## config.mk

```make
export PLATFORM = sky130hd
export DESIGN_NAME = instr_fetch_flat
export DESIGN_NICKNAME = d
export VERILOG_FILES = /design/src/rtl/instr_fetch_if.sv /design/src/rtl/instr_fetch.sv /design/src/flat_wrapper.sv
export SDC_FILE = /design/constraint.sdc
export NUM_CORES = 1
export LEC_CHECK = 0
export CAP_MARGIN = 20
export CORE_ASPECT_RATIO = 0.5
export CORE_MARGIN = 2
export CORE_UTILIZATION = 45
export CTS_CLUSTER_DIAMETER = 80
export DETAILED_ROUTE_END_ITERATION = 10
export DONT_BUFFER_PORTS = 1
export PLACE_DENSITY = 0.68
export RECOVER_POWER = 25
export SYNTH_ARGS = -nofsm -noshare
export SYNTH_HDL_FRONTEND = slang
export SYNTH_SLANG_ARGS = --single-unit
```

## constraint.sdc

```tcl
create_clock -name clk -period 5 [get_ports clk]
set_input_delay 1.25 -clock clk [delete_from_list [all_inputs] [get_ports clk]]
set_output_delay 1.25 -clock clk [all_outputs]
set_load 0.005 [all_outputs]
```

## src/rtl/instr_fetch_if.sv

```systemverilog
// Instruction memory read bus between the fetch unit and memory.
// master = fetch side, slave = memory side.
interface instr_fetch_if;
  logic        mem_req;
  logic [31:0] mem_addr;
  logic        mem_ack;
  logic [31:0] mem_rdata;

  modport master (
    output mem_req,
    output mem_addr,
    input  mem_ack,
    input  mem_rdata
  );

  modport slave (
    input  mem_req,
    input  mem_addr,
    output mem_ack,
    output mem_rdata
  );
endinterface

```

## src/rtl/instr_fetch.sv

```systemverilog
// Thumb halfword fetch unit: word reads from memory, halfwords to decode.
// Define INSTR_FETCH_WORD_REUSE_EN to serve both halfwords from one read.
module instr_fetch #(
  parameter logic [31:0] RESET_PC = 32'h0000_0000
) (
  input  logic         clk,
  input  logic         reset,
  instr_fetch_if.master mem,
  output logic [15:0]  instruction,
  output logic [31:0]  PC_out,
  output logic         instr_valid,
  input  logic         stall,
  input  logic         branch_taken,
  input  logic [31:0]  branch_target
);

  typedef enum logic [1:0] {
    IDLE,
    REQ,
    OUT
  } state_t;

  state_t      state;
  logic [31:0] pc;
  logic [31:0] word_buf;
  logic        flush;

  logic [31:0] tgt;
  logic [31:0] pc_nxt;

  assign tgt    = branch_target & 32'hFFFF_FFFE;
  assign pc_nxt = pc + 32'd2;

  function automatic logic [31:0] word_of(input logic [31:0] a);
    return a & 32'hFFFF_FFFC;
  endfunction

  always_ff @(posedge clk or posedge reset) begin
    if (reset) begin
      state        <= IDLE;
      pc           <= RESET_PC;
      word_buf     <= '0;
      flush        <= 1'b0;
      mem.mem_req  <= 1'b0;
      mem.mem_addr <= '0;
      instruction  <= '0;
      PC_out       <= '0;
      instr_valid  <= 1'b0;
    end else begin
      unique case (state)
        IDLE: begin
          state       <= REQ;
          mem.mem_req <= 1'b1;
          if (branch_taken) begin
            pc           <= tgt;
            mem.mem_addr <= word_of(tgt);
          end else begin
            mem.mem_addr <= word_of(pc);
          end
        end
        REQ: begin
          if (branch_taken) begin
            pc          <= tgt;
            word_buf    <= '0;
            instr_valid <= 1'b0;
            // an ack now ends the old read; otherwise it is still owed
            if (mem.mem_ack) begin
              flush        <= 1'b0;
              mem.mem_addr <= word_of(tgt);
            end else begin
              flush <= 1'b1;
            end
          end else if (mem.mem_ack) begin
            if (flush) begin
              flush        <= 1'b0;
              mem.mem_addr <= word_of(pc);
            end else begin
              state       <= OUT;
              mem.mem_req <= 1'b0;
              word_buf    <= mem.mem_rdata;
              instruction <= pc[1] ? mem.mem_rdata[31:16]
                                   : mem.mem_rdata[15:0];
              PC_out      <= pc;
              instr_valid <= 1'b1;
            end
          end
        end
        OUT: begin
          if (branch_taken) begin
            pc           <= tgt;
            word_buf     <= '0;
            instr_valid  <= 1'b0;
            state        <= REQ;
            mem.mem_req  <= 1'b1;
            mem.mem_addr <= word_of(tgt);
          end else if (!stall) begin
            pc <= pc_nxt;
`ifdef INSTR_FETCH_WORD_REUSE_EN
            if (!pc[1]) begin
              instruction <= word_buf[31:16];
              PC_out      <= pc_nxt;
            end else begin
              instr_valid  <= 1'b0;
              state        <= REQ;
              mem.mem_req  <= 1'b1;
              mem.mem_addr <= word_of(pc_nxt);
            end
`else
            instr_valid  <= 1'b0;
            state        <= REQ;
            mem.mem_req  <= 1'b1;
            mem.mem_addr <= word_of(pc_nxt);
`endif
          end
        end
        default: state <= IDLE;
      endcase
    end
  end

endmodule

```

## src/flat_wrapper.sv

```systemverilog
// flat-port wrapper written by rule: the top's interface ports become plain ports
module instr_fetch_flat 
#(
  parameter logic [31:0] RESET_PC = 32'h0000_0000
)
  (clk, reset, instruction, PC_out, instr_valid, stall, branch_taken, branch_target, mem_mem_req, mem_mem_addr, mem_mem_ack, mem_mem_rdata);
  instr_fetch_if mem_i ();
  input  logic clk;
  input  logic reset;
  output logic [15:0] instruction;
  output logic [31:0] PC_out;
  output logic instr_valid;
  input  logic stall;
  input  logic branch_taken;
  input  logic [31:0] branch_target;
  output wire logic [$bits(mem_i.mem_req)-1:0] mem_mem_req;
  output wire logic [$bits(mem_i.mem_addr)-1:0] mem_mem_addr;
  input wire logic [$bits(mem_i.mem_ack)-1:0] mem_mem_ack;
  input wire logic [$bits(mem_i.mem_rdata)-1:0] mem_mem_rdata;
  assign mem_mem_req = mem_i.mem_req;
  assign mem_mem_addr = mem_i.mem_addr;
  assign mem_i.mem_ack = mem_mem_ack;
  assign mem_i.mem_rdata = mem_mem_rdata;
  instr_fetch #(.RESET_PC(RESET_PC)) u_core (.clk(clk), .reset(reset), .mem(mem_i), .instruction(instruction), .PC_out(PC_out), .instr_valid(instr_valid), .stall(stall), .branch_taken(branch_taken), .branch_target(branch_target));
endmodule
```

==> impl_results.md, run 1 <==
* Clk slew on worst S/H paths at 60 ps
* Sequential cell area at 2830 um2
* Routed WL at 17.4 mm
* Ports at 151
* Setup Buffers After CTS at 0
* Via count at 5,275
* RSZ-0062 raised after global routing: no
* Die width at 171 um
* Hold crit path type: flip-flop to flip-flop
* Seq cells post-synth at 113
* Status: finished, violations left
* Synthesized instance count at 676
* Commonest cells after routing, fill and taps aside: dfrtp_1 (113), nor2_1 (61), nand2_1 (60), a21oi_1 (60), nand3_1 (35)
* Area growth from synthesis to layout at 9.71%
* Max Cap Viol at 1
* Leading cell type in the layout, fill and taps excluded: dfrtp_1
* DPL Wire Length at 11.4 mm
* CTS Buffer Depth at 2
* Num CTS Buffers at 17
* Final Power at 4.59 mW
* Htree depth at 4
* Ys async rst share at 100%
* CTS tree: yes
* Peak VDD IR at 262 uV
* Clk sinks at 113
* Avg Inst Size Synth at 9.27 um2
* First-pass GRT wire length at 27.6 mm
* Synth Warn # at 0
* Final setup viols at 0
* Final hold vios at 0
* Drt pass-1 iters at 7
* Ys flop type: dfrtp_1
* Hold_buf cts at 0
* Leakage at 2.68 nW
* Avg WL per Cell at 20.6 um
* Cells after DPL at 816
* CP Class: flip-flop to flip-flop
* Largest net degree at the start of global routing at 71
* # rows at 30
* Worst Setup End Kind: flip-flop
* Post-CTS Resized at 0
* Die Footprint at 14,900 um2
* Final Critical Period at 3260 ps
* Worst path required time at 5270 ps
* Maximum fanout along the worst path at 70
* Fmax at 306 MHz
* Antenna violations before repair at 0
* Slew HR at -92.8%
* Power Dens Cells at 668 nW/um2
* Core ar. at 13,600 um2
* # fillers at 1,284
* Critical path data arrival time at 3540 ps
* Slew @ Worst Pin at 2880 ps
* Register area share after synthesis at 45.1%
* Die Span Y at 87.4 um
* Share of cells above drive strength 1 at 13.6%
* Fin Clk Skew at 12.0 ps
* Hold Slack at 501 ps
* Clk Tree Root Cell: clkbuf_16
* Vias per cell at 6.24
* Port bufs at 0
* # diodes at 0
* Residual DRC at 0
* GP Congestion at 0.858
* Post-synth EDFFs at 0
* Multi-input logic area at 3130 um2
* Starting Density at 46.1%
* Failing checks: capacitance limit, slew limit
* Final nets at 717
* Crit share post-route at 65.3%
* Gr usage total at 24.1%
* Setup TNS at 0 ps
* Later-pin clock latency in the skew report at 410 ps
* Routed Antenna Nets at 0
* Number of global-route vias before repair at 5,050
* GRT Residual Overflow at 0
* Post-Syn Area at 6260 um2
* Initial drt markers at 501
* Synth unique cells at 60
* Final Non-Filler Cells at 846
* Critical Path Start Type: flip-flop
* Final Max Slew Viols at 64
-- Yosys cell counts (all sizes together) (14+ instances only) --
cell type / number / share of area (%)
a21oi: 61 / 4.9
buf: 32 / 2.8
dfrtp: 113 / 45
nand3: 37 / 3.2
and3: 14 / 1.5
nand2: 60 / 3.6
nand4: 16 / 1.8
clkbuf: 32 / 1.9
xor2: 17 / 2.4
nor2: 61 / 3.7
mux2: 32 / 5.8
mux2i: 20 / 3.2
o21ai: 34 / 2.7
-- cell type report --
class                   instances  share of cell area, %
multi-input cells             491                   45.6
flip-flops and latches        113                   41.2
inverters                      10                  0.564
clock inverters                12                   1.73
well taps                     192                   3.50
clock buffers                  18                   6.39
repair buffers                 10                   1.09
-- through the flow --
stage / utilization [%] / setup slack (ps) / cell area, um2
final: 50.6 / 1740 / 6870
after detailed placement: 46.5 / 1800 / 6310
after floorplan: - / 763 / 6270
after CTS: 50.6 / 1810 / 6870
after global placement: 46.5 / 1800 / 6310
after global routing: 50.6 / 1520 / 6870
-- state kept, by name (all words and copies together), names as in the netlist --
name,count
u_core.PC_out,31
u_core.pc,31
u_core.mem.mem_addr,30
u_core.instruction,16
u_core.state,2
u_core.flush,1
u_core.instr_valid,1
u_core.mem.mem_req,1
-- worst max-delay path: stages (launching register included) --
cell,delay [ps]
dfrtp_1,400
inv_1,110
ha_1,430
buf_4,300
nor2b_4,180
buf_4,590
a211o_1,300
nor2_1,60
buf_4,250
nand2_1,330
o211ai_1,150
-- logic make-up after synthesis --
kind of cell | count (synthesis) | synth area share, %
AND/OR/NAND/NOR | 232 | 18.6
AO/OA/AOI/OAI | 179 | 18.1
flip-flops | 113 | 45.1
buffers and inverters | 74 | 5.29
multiplexers | 52 | 8.95
XOR/XNOR | 20 | 2.80
adder cells (fa/ha/maj) | 5 | 0.999
other | 1 | 0.0599
-- metal layers --
metal  up-vias  global-route usage, %  routed length, um
met5         -                      0                  0
met4         0                   7.40                327
met3        27                   7.91               1860
met2       280                   38.4               7980
met1      2580                   31.6               7250
li1       2388                      -                  -
-- path summary, 6_finish.rpt --
check                                                          from                                   to  slack, ps  cells after the start
worst max-delay path                    u_core.state[0]$_DFFE_PP0P_  u_core.mem.mem_addr[15]$_DFFE_PP0P_       1740                     10
worst min-delay path            u_core.mem.mem_addr[21]$_DFFE_PP0P_  u_core.mem.mem_addr[21]$_DFFE_PP0P_        500                      2
worst max register to register          u_core.state[0]$_DFFE_PP0P_  u_core.mem.mem_addr[15]$_DFFE_PP0P_       1740                     10
worst min register to register  u_core.mem.mem_addr[21]$_DFFE_PP0P_  u_core.mem.mem_addr[21]$_DFFE_PP0P_        500                      2
max in group asynchronous                                     reset            u_core.pc[15]$_DFFE_PP0P_       2100                      2
min in group asynchronous                                     reset    u_core.instruction[9]$_DFFE_PP0P_       1540                      1
-- report_power, final --
group	leakage [nW]	switching (mW)	internal, mW
combinational	1.09	0.814	0.637
clock	0.277	0.436	0.734
sequential	1.32	0.586	1.38
total	2.68	1.84	2.75
No activity file was read; power rests on OpenSTA's default activity.
==> run 2, diff against run 1 <==
Clock period 5 ns to 3.3 ns, I/O delays scaled along.
==> impl_results.md, run 2 (synthesis results as in run 1) <==
* Via count at 5,178 (was 5,275)
* Switching pwr at 2.81 mW (was 1.84 mW)
* Hold Slack at 490 ps (was 501 ps)
* Slew @ Worst Pin at 1580 ps (was 2880 ps)
* Crit share post-route at 77.2% (was 65.3%)
* Power share of the clock group at 28.1% (was 25.5%)
* Clk sinks at 113 (unchanged)
* Worst Setup End Kind: flip-flop (unchanged)
* GRT Residual Overflow at 0 (unchanged)
* Setup Buffers After CTS at 0 (unchanged)
* Number of global-route vias before repair at 4,855 (was 5,050)
* Peak VDD IR at 319 uV (was 262 uV)
* Port bufs at 0 (unchanged)
* Hold_buf cts at 0 (unchanged)
* Top Registers: u_core.PC_out (31), u_core.pc (31), u_core.mem.mem_addr (30) (unchanged)
* Hold_sp: mem_mem_ack (was u_core.mem.mem_addr[21]$_DFFE_PP0P_)
* Antenna violations before repair at 0 (unchanged)
* CP endpoint: u_core.pc[25]$_DFFE_PP0P_ (was u_core.mem.mem_addr[15]$_DFFE_PP0P_)
* Largest net degree at the start of global routing at 69 (was 71)
* Final setup viols at 0 (unchanged)
* Final nets at 724 (was 717)
* Commonest cells after routing, fill and taps aside: dfrtp_1 (113), nor2_1 (61), nand2_1 (60), a21oi_1 (60), nand3_1 (35) (unchanged)
* Leading cell type in the layout, fill and taps excluded: dfrtp_1 (unchanged)
* DPL Wire Length at 11.7 mm (was 11.4 mm)
* Hold crit path type: primary input to flip-flop (was flip-flop to flip-flop)
* Leakage at 2.74 nW (was 2.68 nW)
* GP Congestion at 0.822 (was 0.858)
* Maximum fanout along the worst path at 9 (was 70)
* Clk slew on worst S/H paths at 60 ps (about the same)
* Worst path required time at 3600 ps (was 5270 ps)
* Reg-to-reg slack, setup at 750 ps (was 1740 ps)
* Routed Antenna Nets at 0 (unchanged)
* Critical-path cell list: ha_1, nand3_1, nor4_1, and2_1, a41oi_1, o22a_1 (was inv_1, ha_1, buf_4, nor2b_4, buf_4, a211o_1, nor2_1, buf_4, nand2_1, o211ai_1)
* Fin Clk Skew at 7.76 ps (was 12.0 ps)
* Area growth from synthesis to layout at 12.2% (was 9.71%)
* Die Footprint at 14,900 um2 (unchanged)
* Die Span Y at 87.4 um (unchanged)
* Clk Tree Root Cell: clkbuf_16 (unchanged)
* Final Critical Period at 2550 ps (was 3260 ps)
* Residual DRC at 0 (unchanged)
* Ports at 151 (unchanged)
* Critical Path Start Type: flip-flop (unchanged)
* Sw Ratio at 38.8% (was 40.0%)
* Worst path max stage delay at 680 ps (was 590 ps)
* Failing checks: capacitance limit, slew limit (unchanged)
* Logic pwr share at 30.7% (was 31.6%)
* Final hold vios at 0 (unchanged)
* Int Pwr at 4.42 mW (was 2.75 mW)
* Vias per cell at 6.06 (was 6.24)
* Worst r2r dst: u_core.pc[25]$_DFFE_PP0P_ (was u_core.mem.mem_addr[15]$_DFFE_PP0P_)
* CP Class: flip-flop to flip-flop (unchanged)
* CTS Buffer Depth at 2 (unchanged)
* Placed cell areas at 6390 um2 (was 6310 um2)
* # diodes at 0 (unchanged)
* # rows at 30 (unchanged)
* Status: finished, violations left (unchanged)
* Starting Density at 46.1% (unchanged)
* Htree depth at 4 (unchanged)
* Final Power at 7.23 mW (was 4.59 mW)
* Final Max Slew Viols at 32 (was 64)
* Share of cells above drive strength 1 at 14.6% (was 13.6%)
* Later-pin clock latency in the skew report at 410 ps (about the same)
* CTS tree: yes (unchanged)
* R2r worst-path depth at 6 (was 10)
* Core ar. at 13,600 um2 (unchanged)
* Post-route design area at 7030 um2 (was 6870 um2)
* Gr usage total at 24.1% (about the same)
* Routed WL at 17.3 mm (was 17.4 mm)
* CP max stage cell: nor4_1 (was buf_4)
* Drt pass-1 iters at 7 (unchanged)
* Fmax at 393 MHz (was 306 MHz)
* Critical path data arrival time at 2840 ps (was 3540 ps)
* First-pass GRT wire length at 27.2 mm (was 27.6 mm)
* Power Dens Cells at 1030 nW/um2 (was 668 nW/um2)
* Initial drt markers at 455 (was 501)
* Post-CTS Resized at 0 (unchanged)
* RSZ-0062 raised after global routing: no (unchanged)
* Final core occ at 51.7% (was 50.6%)
* R2r startpoint: u_core.pc[2]$_DFFE_PP0P_ (was u_core.state[0]$_DFFE_PP0P_)
* CP startpoint: u_core.pc[2]$_DFFE_PP0P_ (was u_core.state[0]$_DFFE_PP0P_)
* Seq pwr share at 41.3% (was 42.9%)
* Max Cap Viol at 1 (unchanged)
* Slew HR at -5.80% (was -92.8%)
* Setup TNS at 0 ps (unchanged)
* Num CTS Buffers at 17 (unchanged)
* Avg WL per Cell at 20.2 um (was 20.6 um)
* Die width at 171 um (unchanged)
[run 2: cell types whose count changed in the layout (fill, tap and decap cells not counted)]
cell,before,now
buf_12,0,2
buf_4,10,15
clkinvlp_4,2,4
clkinv_2,7,3
clkbuf_8,1,0
inv_6,0,1
clkbuf_1,0,1
bufinv_16,2,5
o21bai_4,1,0
o21bai_2,0,1
[run 2: worst min path at each step]
stage | cells after the start | to
floorplan | 2 | u_core.mem.mem_addr[21]$_DFFE_PP0P_
finish | 1 | u_core.flush$_DFFE_PP0P_
global placement | 2 | u_core.mem.mem_addr[4]$_DFFE_PP0P_
CTS | 1 | u_core.mem.mem_addr[8]$_DFFE_PP0P_
global route | 1 | u_core.flush$_DFFE_PP0P_
detailed placement | 2 | u_core.mem.mem_addr[4]$_DFFE_PP0P_
[run 2: worst max-delay path, delay by kind of cell (launching register included)]
family | cells | cell delay [ps]
adder cells (fa/ha/maj) | 1 | 300
AO/OA/AOI/OAI | 2 | 360
flip-flops | 1 | 470
AND/OR/NAND/NOR | 3 | 1300
[run 2: cell type report]
| class | instances | area (um2) |
|---|---|---|
| Inverter | 10 | 38.8 |
| Fill cell | 1230 | 6560 |
| Timing Repair Buffer | 17 | 153 |
| Clock buffer | 18 | 429 |
| Sequential cell | 113 | 2830 |
| Tap cell | 192 | 240 |
| Clock inverter | 14 | 213 |
| Multi-Input combinational cell | 491 | 3120 |
[run 2: routing by layer]
metal | vias up | routed length, um | track usage [%]
met5 | - | 0 | 0
met3 | 28 | 1580 | 7.45
met1 | 2517 | 7550 | 31.9
met4 | 0 | 409 | 11.2
met2 | 229 | 7760 | 36.3
li1 | 2404 | - | -
[run 2: stage by stage]
step / std cells / worst slack [ps]
after floorplan: 678 / 1100
after global placement: 823 / 885
after detailed placement: 823 / 867
after CTS: 855 / 814
after global routing: 855 / 573
final: 855 / 754
[run 2: power groups by stage]
stage	logic (mW)	registers, mW	clock network [mW]
after floorplan	2.05	2.52	0
after global placement	2.14	2.98	0
after detailed placement	2.20	2.99	0
after CTS	2.22	2.98	2.05
after global routing	2.49	3.10	2.12
final	2.22	2.98	2.03
